[config.mk]
export PLATFORM = sky130hd
export DESIGN_NAME = instr_fetch
export DESIGN_NICKNAME = d
export VERILOG_FILES = /design/src/rtl/instr_fetch_pkg.sv /design/src/rtl/instr_fetch_buf.sv /design/src/rtl/instr_fetch.sv
export SDC_FILE = /design/constraint.sdc
export NUM_CORES = 1
export LEC_CHECK = 0
export ABC_AREA = 1
export CORE_MARGIN = 2
export CORE_UTILIZATION = 35
export DETAILED_ROUTE_END_ITERATION = 12
export PLACE_DENSITY = 0.64
export SYNTH_ARGS = -nofsm -noshare
export SYNTH_HDL_FRONTEND = slang
export SYNTH_SLANG_ARGS = --single-unit
export TNS_END_PERCENT = 5
[constraint.sdc]
create_clock -name clk -period 7.37 [get_ports clk]
set_input_delay 0.737 -clock clk [delete_from_list [all_inputs] [get_ports clk]]
set_output_delay 0.737 -clock clk [all_outputs]
set_load 0.05 [all_outputs]
[src/rtl/instr_fetch_pkg.sv]
// Shared RV32I fetch definitions: word widths, reset PC, PC step and buffer entry layout.
package instr_fetch_pkg;

    localparam int unsigned XLEN = 32;
    localparam int unsigned ILEN = 32;
    localparam int unsigned ENTRY_W = XLEN + ILEN;

    localparam logic [XLEN-1:0] RESET_PC_DEFAULT = 32'h0000_0000;
    localparam logic [XLEN-1:0] PC_STEP = 32'd4;

    typedef struct packed {
        logic [XLEN-1:0] pc;
        logic [ILEN-1:0] instr;
    } fetch_entry_t;

    // Instructions are word aligned; the low two address bits are dropped.
    function automatic logic [XLEN-1:0] align_pc(input logic [XLEN-1:0] addr);
        return {addr[XLEN-1:2], 2'b00};
    endfunction

endpackage

[src/rtl/instr_fetch_buf.sv]
// Two-entry {pc, instr} FIFO between the fetch stage and decode, with synchronous flush.
module instr_fetch_buf
    import instr_fetch_pkg::*;
(
    input  logic               clk,
    input  logic               rst,
    input  logic               i_push,
    input  logic               i_pop,
    input  logic               i_flush,
    input  logic [ENTRY_W-1:0] i_din,
    output logic [ENTRY_W-1:0] o_dout,
    output logic [1:0]         o_count
);

    fetch_entry_t r_mem [2];
    logic         r_wr_ptr;
    logic         r_rd_ptr;
    logic [1:0]   r_count;

    logic         w_full;
    logic         w_push;
    logic         w_pop;

    assign w_full = (r_count == 2'd2);
    assign w_pop  = i_pop && (r_count != 2'd0);
    // A write into a full buffer is only legal when the head leaves in the same cycle.
    assign w_push = i_push && (!w_full || w_pop);

    always_ff @(posedge clk or posedge rst) begin
        if (rst) begin
            r_mem[0] <= '0;
            r_mem[1] <= '0;
            r_wr_ptr <= 1'b0;
            r_rd_ptr <= 1'b0;
            r_count  <= 2'd0;
        end else if (i_flush) begin
            r_wr_ptr <= 1'b0;
            r_rd_ptr <= 1'b0;
            r_count  <= 2'd0;
        end else begin
            if (w_push) begin
                r_mem[r_wr_ptr] <= fetch_entry_t'(i_din);
                r_wr_ptr        <= ~r_wr_ptr;
            end
            if (w_pop) begin
                r_rd_ptr <= ~r_rd_ptr;
            end
            unique case ({w_push, w_pop})
                2'b10:   r_count <= r_count + 2'd1;
                2'b01:   r_count <= r_count - 2'd1;
                default: r_count <= r_count;
            endcase
        end
    end

    assign o_dout  = r_mem[r_rd_ptr];
    assign o_count = r_count;

endmodule

[src/rtl/instr_fetch.sv]
// RV32I instruction fetch: PC register, imem request, redirect mux and decode-side buffer.
module instr_fetch
    import instr_fetch_pkg::*;
#(
    parameter logic [XLEN-1:0] RESET_PC = RESET_PC_DEFAULT
) (
    input  logic            clk,
    input  logic            rst,
    output logic [XLEN-1:0] imem_addr,
    input  logic [ILEN-1:0] imem_instr,
    input  logic            redirect_valid,
    input  logic [XLEN-1:0] redirect_pc,
    output logic            dec_valid,
    input  logic            dec_ready,
    output logic [ILEN-1:0] dec_instr,
    output logic [XLEN-1:0] dec_pc
);

    logic [XLEN-1:0]    r_pc;
    logic [1:0]         w_count;
    logic               w_push;
    logic               w_pop;
    logic [ENTRY_W-1:0] w_din;
    logic [ENTRY_W-1:0] w_dout;
    fetch_entry_t       w_head;

    assign w_pop  = dec_valid && dec_ready;
    // Redirect suppresses the push: the word at the old PC is on the wrong path.
    assign w_push = !redirect_valid && ((w_count != 2'd2) || w_pop);

    always_ff @(posedge clk or posedge rst) begin
        if (rst) begin
            r_pc <= RESET_PC;
        end else if (redirect_valid) begin
            r_pc <= align_pc(redirect_pc);
        end else if (w_push) begin
            r_pc <= r_pc + PC_STEP;
        end
    end

    assign w_din = {r_pc, imem_instr};

    instr_fetch_buf u_buf (
        .clk     (clk),
        .rst     (rst),
        .i_push  (w_push),
        .i_pop   (w_pop),
        .i_flush (redirect_valid),
        .i_din   (w_din),
        .o_dout  (w_dout),
        .o_count (w_count)
    );

    assign w_head    = fetch_entry_t'(w_dout);
    assign imem_addr = r_pc;
    assign dec_valid = (w_count != 2'd0);
    assign dec_instr = w_head.instr;
    assign dec_pc    = w_head.pc;

endmodule

==> summary.txt <==
Finish
  • Commonest cells after routing, fill and taps aside: 387 x nand2_1, 158 x clkdlybuf4s50_1, 157 x dfrtp_1, 80 x inv_1, 71 x nor2_1
  • Share of layout cells above drive strength 1: 14.7%
  • NumNets Final: 1241
  • Antenna diodes: 0
  • P&R area growth vs syn: 26.8%
  • Most common cell after layout, fill and taps aside: nand2_1

Placement
  • IO buf count: 158
  • Placement Setup Slack: 4130 ps
  • Placed wire-length estimate: 14300 µm
  • Gpl congestion: 0.922

Critical path
  • CP max FO: 43
  • Critical path arrival: 2750 ps
  • Reg2reg setup slack: 5180 ps
  • CP required: 6630 ps
  • CP Launch Type: flip-flop
  • WS Path Type: reg -> out
  • Reg-to-Reg Start: u_buf.o_count[1]
  • Worst setup EP type: output port
  • Reg2Reg Capture Point: u_buf.r_mem[83]
  • Path depth of the worst reg2reg path: 7

STA
  • Fin Setup TNS: 0 ps
  • Max Freq: 0.287 GHz
  • RSZ-0062 raised after global routing: no
  • Fin crit share: 47.3%
  • Final setup vio count: 0
  • Final clock skew: 12.7 ps
  • Final Max Slew Viols: 0
  • Final hold vios: 0
  • Tmin final: 3490 ps
  • Max-Slew Margin vs Limit: 27.9%
  • Fin worst setup slack: 3880 ps
  • Slew @ Worst Pin: 1080 ps

GRT
  • Global-route wire length before repair: 34700 µm
  • Global Route Usage Sum: 17.8%
  • Largest net degree at the start of global routing: 126
  • Overflow after GRT: 0
  • Vias in the first global route: 6736
  • Initial antenna violation count: 0

Clock network
  • Clk_lat worst skew: 420 ps
  • Setup Buffers After CTS: 0
  • CTS Buf Count: 17
  • CTS HTree Levels: 4
  • # hold bufs at CTS: 0
  • Clk sink count: 158
  • Clock root cell: clkbuf_16
  • Max clock buf depth: 2
  • # resized after CTS: 0
  • CTS tree: done
  • Clk pin slew, worst setup/hold paths: 70 ps

Hold path
  • End point of the worst hold path: u_buf.r_mem[24]
  • Worst hold path type: reg -> reg
  • Hold_sp: u_buf.r_mem[24]
  • Hold path depth: 2

Routing
  • Initial DRC count: 395
  • Number of remaining DRC errors: 0
  • DR vias: 6989
  • Met1 WL: 10300 µm
  • Top layer in use: met4
  • Wire length per cell after detailed routing: 14.4 µm
  • Detail-routed via count per cell: 4.65
  • Remaining antenna violation count: 0
  • Met2 WL: 9780 µm
  • Drt total wl: 21600 µm
  • WL met3: 1120 µm
  • Pre-antenna DRT Iters: 5

Yosys
  • Sequential area share after synthesis: 47.9%
  • Yosys warnings: 0
  • Top cell type by total area after synthesis: dfrtp_1
  • Syn Inst Count: 1040
  • Synth top area cells: dfrtp_1 48%, nand2_1 18%, o21ai_2 6.4%, nand2_2 4.3%, inv_1 3.7%
  • Share of the synthesized area in the top cell type: 47.9%
  • Ys async rst share: 100%
  • Number of flops mapped to enable cells by yosys: 0
  • Yosys cell types: 35
  • Count of state elements after synthesis: 158
  • Mapped Area: 0.00826 mm²
  • Post-synthesis average cell area: 7.94 µm²
  • Ys flop type: dfrtp_1

Outcome
  • Status: finished, final reports clean

Floorplanning
  • Io pins: 165
  • Die ar.: 0.0248 mm²
  • Chip height: 158 µm
  • Die W: 158 µm
  • Initial Util: 35.4%
  • Row count: 56
  • Core Area: 0.0233 mm²

Pwr
  • Net load switching power: 0.00112 W
  • VDD IR max: 0.117 mV
  • Pwr/cell area: 286 mW/mm²
  • Leakage: 4.93 nW
  • Sw frac: 37.3%
  • Sequential share of power: 37.9%
  • Combinational Power Share: 33.0%
  • Clock Power Share: 29.1%
  • Pint: 0.00188 W

Job
  • Max-cap violation count: 0
cell usage after synthesis (2+ instances only):
cell / n
nor3_1: 3
o22ai_1: 4
inv_1: 81
nand2_2: 57
inv_2: 6
nand4_1: 5
buf_4: 5
nand2_1: 387
buf_1: 2
clkbuf_1: 16
o21ai_0: 30
nor2_1: 71
nor2_4: 4
o21ai_2: 60
nand3_1: 38
nand2_8: 3
buf_12: 7
buf_2: 15
dfrtp_1: 158
o211ai_1: 5
clkbuf_4: 2
nor2_2: 4
a21oi_1: 9
buf_6: 6
o21ai_1: 50
a31oi_1: 3
cell families (layout without fill, tap and decap cells):
logic type,count (synthesis),count (layout),synth area share [%]
AND/OR/NAND/NOR,575,575,29.9
AO/OA/AOI/OAI,163,163,12.9
flip-flops,158,158,47.9
buffers and inverters,142,283,9.10
adder cells (fa/ha/maj),1,1,0.151
other,1,4,0.0454
metrics by stage:
stage	total power [W]	cell area [µm²]	utilization [%]	std cells	hold slack, ps
2_1_floorplan	0.00185	8270	-	1043	453
3_3_place_gp	0.00214	9890	42.4	1472	466
3_5_place_dp	0.00215	9890	42.4	1472	472
4_1_cts	0.00304	10500	44.9	1503	488
5_1_grt	0.00317	10500	44.9	1503	497
6_report	0.00300	10500	44.9	1503	483
worst max-delay path: stages, from the launching register on:
cell and delay (ps):
dfrtp_2 400, inv_2 340, buf_4 530, nand2_1 100
nand2_1 80, clkdlybuf4s50_1 870
routing by layer:
metal	vias to the layer above	GRT usage, %
met5	-	0
met1	3240	24.6
li1	3525	-
met3	19	3.28
met4	0	5.76
met2	205	28.5
layout make-up:
| cell class | count | area [µm²] |
|---|---|---|
| clock inverter | 9 | 110 |
| sequential | 158 | 3960 |
| tap | 319 | 399 |
| multi-input combinational | 743 | 3560 |
| fill | 2376 | 12900 |
| timing repair buffer | 163 | 1620 |
| clock buffer | 22 | 474 |
| inverter | 89 | 354 |
power groups by stage:
stage                     clock network [W]  registers [W]  logic [W]
after floorplan                           0        0.00119   0.000660
after detailed placement                  0        0.00115    0.00100
after global placement                    0        0.00114   0.000992
after CTS                          0.000900        0.00114    0.00100
final                              0.000872        0.00114   0.000991
after global routing               0.000935        0.00116    0.00107
sequential cells by signal (all words and copies together) (netlist names):
name,count
u_buf.r_mem,124
u_buf.r_wr_ptr,1
u_buf.o_count,2
imem_addr,30
u_buf.r_rd_ptr,1
worst max-delay path by stage:
stage                   start  slack, ps               to  depth (start not counted)
2_1_floorplan             rst       2370    imem_addr[10]                          1
3_3_place_gp   redirect_valid       4130   u_buf.r_wr_ptr                          7
3_5_place_dp   redirect_valid       4130  u_buf.r_mem[83]                          7
4_1_cts        u_buf.r_rd_ptr       3810       dec_pc[16]                          5
5_1_grt        u_buf.r_rd_ptr       3670       dec_pc[16]                          5
6_report       u_buf.r_rd_ptr       3880       dec_pc[31]                          5
Note: power is estimated with default switching activity, not from simulation.
